### config.mk
export PLATFORM = sky130hd
export DESIGN_NAME = pwr_sequencer_flat
export DESIGN_NICKNAME = d
export VERILOG_FILES = /design/src/rtl/pwr_sequencer_if.sv /design/src/rtl/pwr_sequencer.sv /design/src/flat_wrapper.sv
export SDC_FILE = /design/constraint.sdc
export NUM_CORES = 1
export LEC_CHECK = 0
export CELL_PAD_IN_SITES_DETAIL_PLACEMENT = 0
export CELL_PAD_IN_SITES_GLOBAL_PLACEMENT = 2
export CORE_ASPECT_RATIO = 0.8
export CORE_MARGIN = 2
export CORE_UTILIZATION = 41
export CTS_CLUSTER_DIAMETER = 30
export DETAILED_ROUTE_END_ITERATION = 12
export HOLD_SLACK_MARGIN = 0.15
export PLACE_DENSITY = 0.83
export SLEW_MARGIN = 20
export SYNTH_ARGS = -nofsm -noshare
export SYNTH_HDL_FRONTEND = slang
export SYNTH_SLANG_ARGS = --single-unit
### constraint.sdc
create_clock -name clk -period 4.15 [get_ports clk]
set_clock_uncertainty 0.1 [all_clocks]
set_input_delay 0.83 -clock clk [delete_from_list [all_inputs] [get_ports clk]]
set_output_delay 0.83 -clock clk [all_outputs]
set_load 0.02 [all_outputs]
### src/rtl/pwr_sequencer_if.sv
// Signal bundle between the front panel / rail supplies and pwr_sequencer.
// master drives the raw inputs, slave is the sequencer itself.
interface pwr_sequencer_if;
    logic       tick;
    logic       btn;
    logic [1:0] pg;
    logic [1:0] en_rail;
    logic       pwr_on;
    logic       fault;
    logic       led;

    modport master (
        output tick, btn, pg,
        input  en_rail, pwr_on, fault, led
    );

    modport slave (
        input  tick, btn, pg,
        output en_rail, pwr_on, fault, led
    );
endinterface

### src/rtl/pwr_sequencer.sv
// Two-rail power sequencer: debounced button, ordered rail bring-up and
// reverse shutdown, fault latch. Optional blink LED via PWR_SEQ_BLINK_EN.
module pwr_sequencer #(
    parameter int DEB_TICKS  = 4,
    parameter int STEP_TICKS = 10,
    parameter int PG_TIMEOUT = 50,
    parameter int CW         = 8
) (
    input  logic           clk,
    input  logic           reset_n,
    pwr_sequencer_if.slave bus
);
    typedef enum logic [2:0] {
        S_OFF   = 3'd0,
        S_UP1   = 3'd1,
        S_UP2   = 3'd2,
        S_ON    = 3'd3,
        S_DN    = 3'd4,
        S_FAULT = 3'd5
    } state_t;

    localparam logic [CW-1:0] L_DEB  = CW'(DEB_TICKS);
    localparam logic [CW-1:0] L_STEP = CW'(STEP_TICKS);
    localparam logic [CW-1:0] L_TO   = CW'(PG_TIMEOUT);
    localparam logic [CW-1:0] L_MAX  = '1;

    logic [1:0]    r_tick_s;
    logic          r_tick_d;
    logic [1:0]    r_btn_s;
    logic [1:0]    r_pg_m;
    logic [1:0]    r_pg_s;
    logic [CW-1:0] r_deb_cnt;
    logic          r_btn_db;
    logic          r_btn_db_d;
    logic [CW-1:0] r_tmr;
    state_t        r_state;
    logic [1:0]    r_en;
    logic          r_pwr_on;
    logic          r_fault;

    logic          w_tick_p;
    logic          w_btn;
    logic          w_press;
    logic          w_chg;
    logic [CW-1:0] w_deb_inc;
    state_t        w_next;
    logic [1:0]    w_en;
    logic          w_pwr_on;
    logic          w_fault;

    assign w_tick_p  = r_tick_s[1] & ~r_tick_d;
    assign w_btn     = r_btn_s[1];
    assign w_press   = r_btn_db & ~r_btn_db_d;
    assign w_deb_inc = r_deb_cnt + CW'(1);
    assign w_chg     = (w_next != r_state);

    // Synchronise the asynchronous inputs and edge-detect the tick
    always_ff @(posedge clk or negedge reset_n) begin
        if (!reset_n) begin
            r_tick_s <= '0;
            r_tick_d <= 1'b0;
            r_btn_s  <= '0;
            r_pg_m   <= '0;
            r_pg_s   <= '0;
        end else begin
            r_tick_s <= {r_tick_s[0], bus.tick};
            r_tick_d <= r_tick_s[1];
            r_btn_s  <= {r_btn_s[0], bus.btn};
            r_pg_m   <= bus.pg;
            r_pg_s   <= r_pg_m;
        end
    end

    // Debounce: level must disagree for DEB_TICKS ticks in a row
    always_ff @(posedge clk or negedge reset_n) begin
        if (!reset_n) begin
            r_deb_cnt  <= '0;
            r_btn_db   <= 1'b0;
            r_btn_db_d <= 1'b0;
        end else begin
            r_btn_db_d <= r_btn_db;
            if (w_btn == r_btn_db) begin
                r_deb_cnt <= '0;
            end else if (w_tick_p) begin
                if (w_deb_inc == L_DEB) begin
                    r_btn_db  <= w_btn;
                    r_deb_cnt <= '0;
                end else begin
                    r_deb_cnt <= w_deb_inc;
                end
            end
        end
    end

    // Per-state tick timer, saturating, cleared on every transition
    always_ff @(posedge clk or negedge reset_n) begin
        if (!reset_n) begin
            r_tmr <= '0;
        end else if (w_chg) begin
            r_tmr <= '0;
        end else if (w_tick_p && r_tmr != L_MAX) begin
            r_tmr <= r_tmr + CW'(1);
        end
    end

    // State register with outputs registered on state entry
    always_ff @(posedge clk or negedge reset_n) begin
        if (!reset_n) begin
            r_state  <= S_OFF;
            r_en     <= '0;
            r_pwr_on <= 1'b0;
            r_fault  <= 1'b0;
        end else begin
            r_state  <= w_next;
            r_en     <= w_en;
            r_pwr_on <= w_pwr_on;
            r_fault  <= w_fault;
        end
    end

    // Next state (fault > press > timed step) and entry outputs
    always_comb begin
        w_next   = r_state;
        w_en     = 2'b00;
        w_pwr_on = 1'b0;
        w_fault  = 1'b0;
        case (r_state)
            S_OFF: begin
                if (w_press)
                    w_next = S_UP1;
            end
            S_UP1: begin
                if (r_tmr == L_TO && !r_pg_s[0])
                    w_next = S_FAULT;
                else if (w_press)
                    w_next = S_DN;
                else if (r_pg_s[0] && r_tmr >= L_STEP)
                    w_next = S_UP2;
            end
            S_UP2: begin
                if (!r_pg_s[0] || (r_tmr == L_TO && !r_pg_s[1]))
                    w_next = S_FAULT;
                else if (w_press)
                    w_next = S_DN;
                else if (r_pg_s[1] && r_tmr >= L_STEP)
                    w_next = S_ON;
            end
            S_ON: begin
                if (r_pg_s != 2'b11)
                    w_next = S_FAULT;
                else if (w_press)
                    w_next = S_DN;
            end
            S_DN: begin
                if (r_tmr >= L_STEP)
                    w_next = S_OFF;
            end
            S_FAULT: begin
                if (w_press)
                    w_next = S_OFF;
            end
            default: w_next = S_OFF;
        endcase
        case (w_next)
            S_UP1, S_DN: w_en = 2'b01;
            S_UP2:       w_en = 2'b11;
            S_ON: begin
                w_en     = 2'b11;
                w_pwr_on = 1'b1;
            end
            S_FAULT:     w_fault = 1'b1;
            default:     w_en = 2'b00;
        endcase
    end

    assign bus.en_rail = r_en;
    assign bus.pwr_on  = r_pwr_on;
    assign bus.fault   = r_fault;

`ifdef PWR_SEQ_BLINK_EN
    logic       r_led;
    logic [2:0] r_blk;
    logic       w_led;

    // LED level for the state being entered or held
    always_comb begin
        w_led = r_led;
        case (w_next)
            S_UP1, S_UP2, S_DN: w_led = r_led ^ w_tick_p;
            S_ON:               w_led = 1'b1;
            S_FAULT: begin
                if (w_chg)
                    w_led = 1'b0;
                else if (w_tick_p && r_blk == 3'd7)
                    w_led = ~r_led;
            end
            default:            w_led = 1'b0;
        endcase
    end

    // LED register and the slow FAULT blink divider
    always_ff @(posedge clk or negedge reset_n) begin
        if (!reset_n) begin
            r_led <= 1'b0;
            r_blk <= '0;
        end else begin
            r_led <= w_led;
            if (w_chg)
                r_blk <= '0;
            else if (w_tick_p)
                r_blk <= r_blk + 3'd1;
        end
    end

    assign bus.led = r_led;
`else
    assign bus.led = r_pwr_on;
`endif
endmodule
### src/flat_wrapper.sv
// flat-port wrapper written by rule: the top's interface ports become plain ports
module pwr_sequencer_flat 
#(
    parameter int DEB_TICKS  = 4,
    parameter int STEP_TICKS = 10,
    parameter int PG_TIMEOUT = 50,
    parameter int CW         = 8
)
  (clk, reset_n, bus_tick, bus_btn, bus_pg, bus_en_rail, bus_pwr_on, bus_fault, bus_led);
  pwr_sequencer_if bus_i ();
  input  logic clk;
  input  logic reset_n;
  input wire logic [$bits(bus_i.tick)-1:0] bus_tick;
  input wire logic [$bits(bus_i.btn)-1:0] bus_btn;
  input wire logic [$bits(bus_i.pg)-1:0] bus_pg;
  output wire logic [$bits(bus_i.en_rail)-1:0] bus_en_rail;
  output wire logic [$bits(bus_i.pwr_on)-1:0] bus_pwr_on;
  output wire logic [$bits(bus_i.fault)-1:0] bus_fault;
  output wire logic [$bits(bus_i.led)-1:0] bus_led;
  assign bus_i.tick = bus_tick;
  assign bus_i.btn = bus_btn;
  assign bus_i.pg = bus_pg;
  assign bus_en_rail = bus_i.en_rail;
  assign bus_pwr_on = bus_i.pwr_on;
  assign bus_fault = bus_i.fault;
  assign bus_led = bus_i.led;
  pwr_sequencer #(.DEB_TICKS(DEB_TICKS), .STEP_TICKS(STEP_TICKS), .PG_TIMEOUT(PG_TIMEOUT), .CW(CW)) u_core (.clk(clk), .reset_n(reset_n), .bus(bus_i));
endmodule
==> metrics.txt <==
diode count=0; drt first pass iters=4; crit-path cells=inv_1, ha_1, nor4bb_1, o211ai_1, o311ai_0, a311oi_1, o21ai_2, nor3_1; post-CTS setup buffer count=0; drt total wl=3556 um; syn_area_per_cell=9.934 um^2; Finished Core Util=48.63%; CTS sink count=34; clock period minus worst slack=2483 ps; CP Launch Type=flop; Area growth syn-to-layout=13.08%; Switch Pwr=243.0 uW; # port buffers=10; placeable core area=4204 um^2; total gr overflow=0; # nets final=206; Tot GR Track Use=16.42%; Power Internal=549.7 uW; Worst EP arrival=2530 ps; total power draw=792.7 uW; RSZ-0062 raised after global routing=false; Sequential Power Share=52.4%; ys flop type=dfrtp_1; clk slew on worst S/H paths=60 ps; Post-DP HPWL=2511 um; HP Class=flop to flop; Root Buffer=clkbuf_8; sequential area share after synthesis=47.06%; Die X=78.25 um; Slew @ Worst Pin=749.7 ps; Initial Util=43.01%; ANT nets after route=0; initial antenna violation count=0; 1st-iter DRT viols=87; CTS tree=yes; critical path's largest stage delay=520 ps; DR vias/cell=5.526; Unique masters post-synth=48; Design Area, Final=2044 um^2; clock power share=28.1%; die outline area=4960 um^2; endpoints failing setup=0; syn_nets=192; Tcrit/Tclk final=59.83%; Slowest-stage cell, CP=nor4bb_1; Comb power frac=19.5%; routed vias=1398; row count=21; layout cells sized above 1=8.673%; hold-fix buffers at CTS=0; Residual DRC=0; synthesis warning total=0; Critical path buffers and inverters=1; Max Clock Freq=402.7 MHz; pwr dens=387.7 nW/um^2; final slew viol count=0; final hold violation count=0; Placed Area=1966 um^2; Synth Register Bits=34; Post-Layout Cell Count=253; TNS Setup=0 ps; Max-slew headroom=49.92%; DR WL/cell=14.06 um; Leak=0.8333 nW; Synth Cell Area=1808 um^2; CTS Buffer Depth=2; global placement routability congestion=0.8213; Worst Setup Path Type=flop to flop; Ports=11; htree depth=2; Inserted Clock Buffers=5; first-pass GRT wire length=6216 um; max-cap viol count=0; CP Max Fanout=8; Worst VDD drop=0.0001724 V; Register Area=850.8 um^2; Async S/R FF share, synth=100.0%; Multi-input gate area=905.9 um^2; die height=63.40 um; EDFF count, synth=0; Critical Path Sink Type=flop; Worst Path Required=4200 ps; CP delay by family, top=compound AO/OA/AOI/OAI gates; number of fill cells=408; post_cts resized=0; Clk Latency, worst-skew pair=280 ps; largest net degree at the start of global routing=35; Syn Inst Count=182; cell count after placement=246; Sw Share=30.66%; vias in the first global route=1258; status=finished clean
[per-layer routing]
| metal | GRT usage (%) | share of wire [%] | vias up | wire length (um) |
|---|---|---|---|---|
| li1 | - | - | 688 | - |
| met1 | 24.31 | 53 | 677 | 1883 |
| met2 | 22.09 | 42 | 29 | 1486 |
| met3 | 6.447 | 4.4 | 4 | 157 |
| met4 | 4.605 | 0.79 | 0 | 28 |
| met5 | 0 | 0 | - | 0 |
[worst register-to-register path, delay by kind of cell (launching register included)]
kind | cells | cell delay [ps]
buf+inv | 1 | 70
simple gates | 2 | 630
compound gates | 4 | 980
fa+ha+maj | 1 | 150
flops | 1 | 420
[cells in the mapped netlist (all sizes together) (5+ instances only)]
library cell	count	area, um^2
a21oi	8	40.04
dfrtp	34	850.8
inv	8	30.03
nand2	17	63.81
nand3	7	35.03
nand4	6	37.54
nor2	17	63.81
nor2b	5	38.78
nor3	8	40.04
o21ai	5	28.78
xnor2	5	43.79
xor2	6	52.55
[final cells by class]
class,instances,area share [%]
flip-flops and latches,34,41.62
clock buffers,5,3.366
clock inverters,2,0.4896
repair buffers,11,5.263
well taps,57,3.488
multi-input cells,136,44.31
inverters,8,1.469
[per-stage QoR]
stage	hold slack (ps)	setup slack, ps
6_report	246.4	1667
5_1_grt	258.1	1432
4_1_cts	249.9	1669
3_5_place_dp	234.7	1682
3_3_place_gp	231.6	1824
2_1_floorplan	231.2	2014
[placed cells by master, fill, tap and decap left out, types with 2 or more instances in the layout]
cell type and count:
dfrtp_1 34, nor2_1 17, nand2_1 17, clkdlybuf4s50_1 10, inv_1 8, a21oi_1 8
nor3_1 8, nand3_1 7, nand4_1 6, xor2_1 6, xnor2_1 5, clkbuf_8 5
o31ai_1 4, and3_1 4, o21ai_0 4, nor2b_1 4, ha_1 4, nor3b_1 3
a31oi_1 3, or3_1 3, nand2b_1 3, a211oi_1 3, and2_1 2, o211ai_1 2
clkinv_2 2
[path summary, 6_finish.rpt]
path                                              startpoint                            to  slack [ps]  cells past startpoint
worst max-delay path             u_core.r_tmr[0]$_DFFE_PN0P_   u_core.r_tmr[7]$_DFFE_PN0P_        1670                      8
min in group asynchronous                            reset_n   u_core.r_state[1]$_DFF_PN0_         850                      2
max in group asynchronous                            reset_n    u_core.r_pg_s[0]$_DFF_PN0_        2800                      2
worst min register to register  u_core.r_tick_s[0]$_DFF_PN0_  u_core.r_tick_s[1]$_DFF_PN0_         250                      0
worst min-delay path            u_core.r_tick_s[0]$_DFF_PN0_  u_core.r_tick_s[1]$_DFF_PN0_         250                      0
worst max register to register   u_core.r_tmr[0]$_DFFE_PN0P_   u_core.r_tmr[7]$_DFFE_PN0P_        1670                      8
[state kept, by name, summed over array words and instances (netlist names)]
name,count
u_core.r_state,3
u_core.r_tick_s,2
u_core.r_tmr,8
u_core.r_btn_db,1
u_core.r_btn_s,2
u_core.r_tick_d,1
u_core.r_deb_cnt,8
u_core.bus.led,1
u_core.r_pg_s,2
u_core.r_btn_db_d,1
u_core.r_pg_m,2
u_core.bus.fault,1
u_core.bus.en_rail,2
[power by group through the flow]
| stage | clock network [mW] | logic (mW) | registers [mW] |
|---|---|---|---|
| 2_1_floorplan | 0 | 0.122 | 0.408 |
| 3_3_place_gp | 0 | 0.154 | 0.420 |
| 3_5_place_dp | 0 | 0.155 | 0.421 |
| 4_1_cts | 0.235 | 0.157 | 0.415 |
| 5_1_grt | 0.255 | 0.175 | 0.425 |
| 6_report | 0.223 | 0.154 | 0.415 |
[kinds of logic (layout without fill, tap and decap cells)]
logic type / count (synthesis) / in the layout / share of synthesized area [%]
AO/OA/AOI/OAI: 37 / 37 / 16.26
XOR/XNOR: 11 / 11 / 5.329
adder cells (fa/ha/maj): 4 / 4 / 2.768
buffers and inverters: 12 / 26 / 2.837
flip-flops: 34 / 34 / 47.06
multiplexers: 1 / 1 / 0.6228
AND/OR/NAND/NOR: 83 / 83 / 25.12
Note: power is estimated with default switching activity, not from simulation.
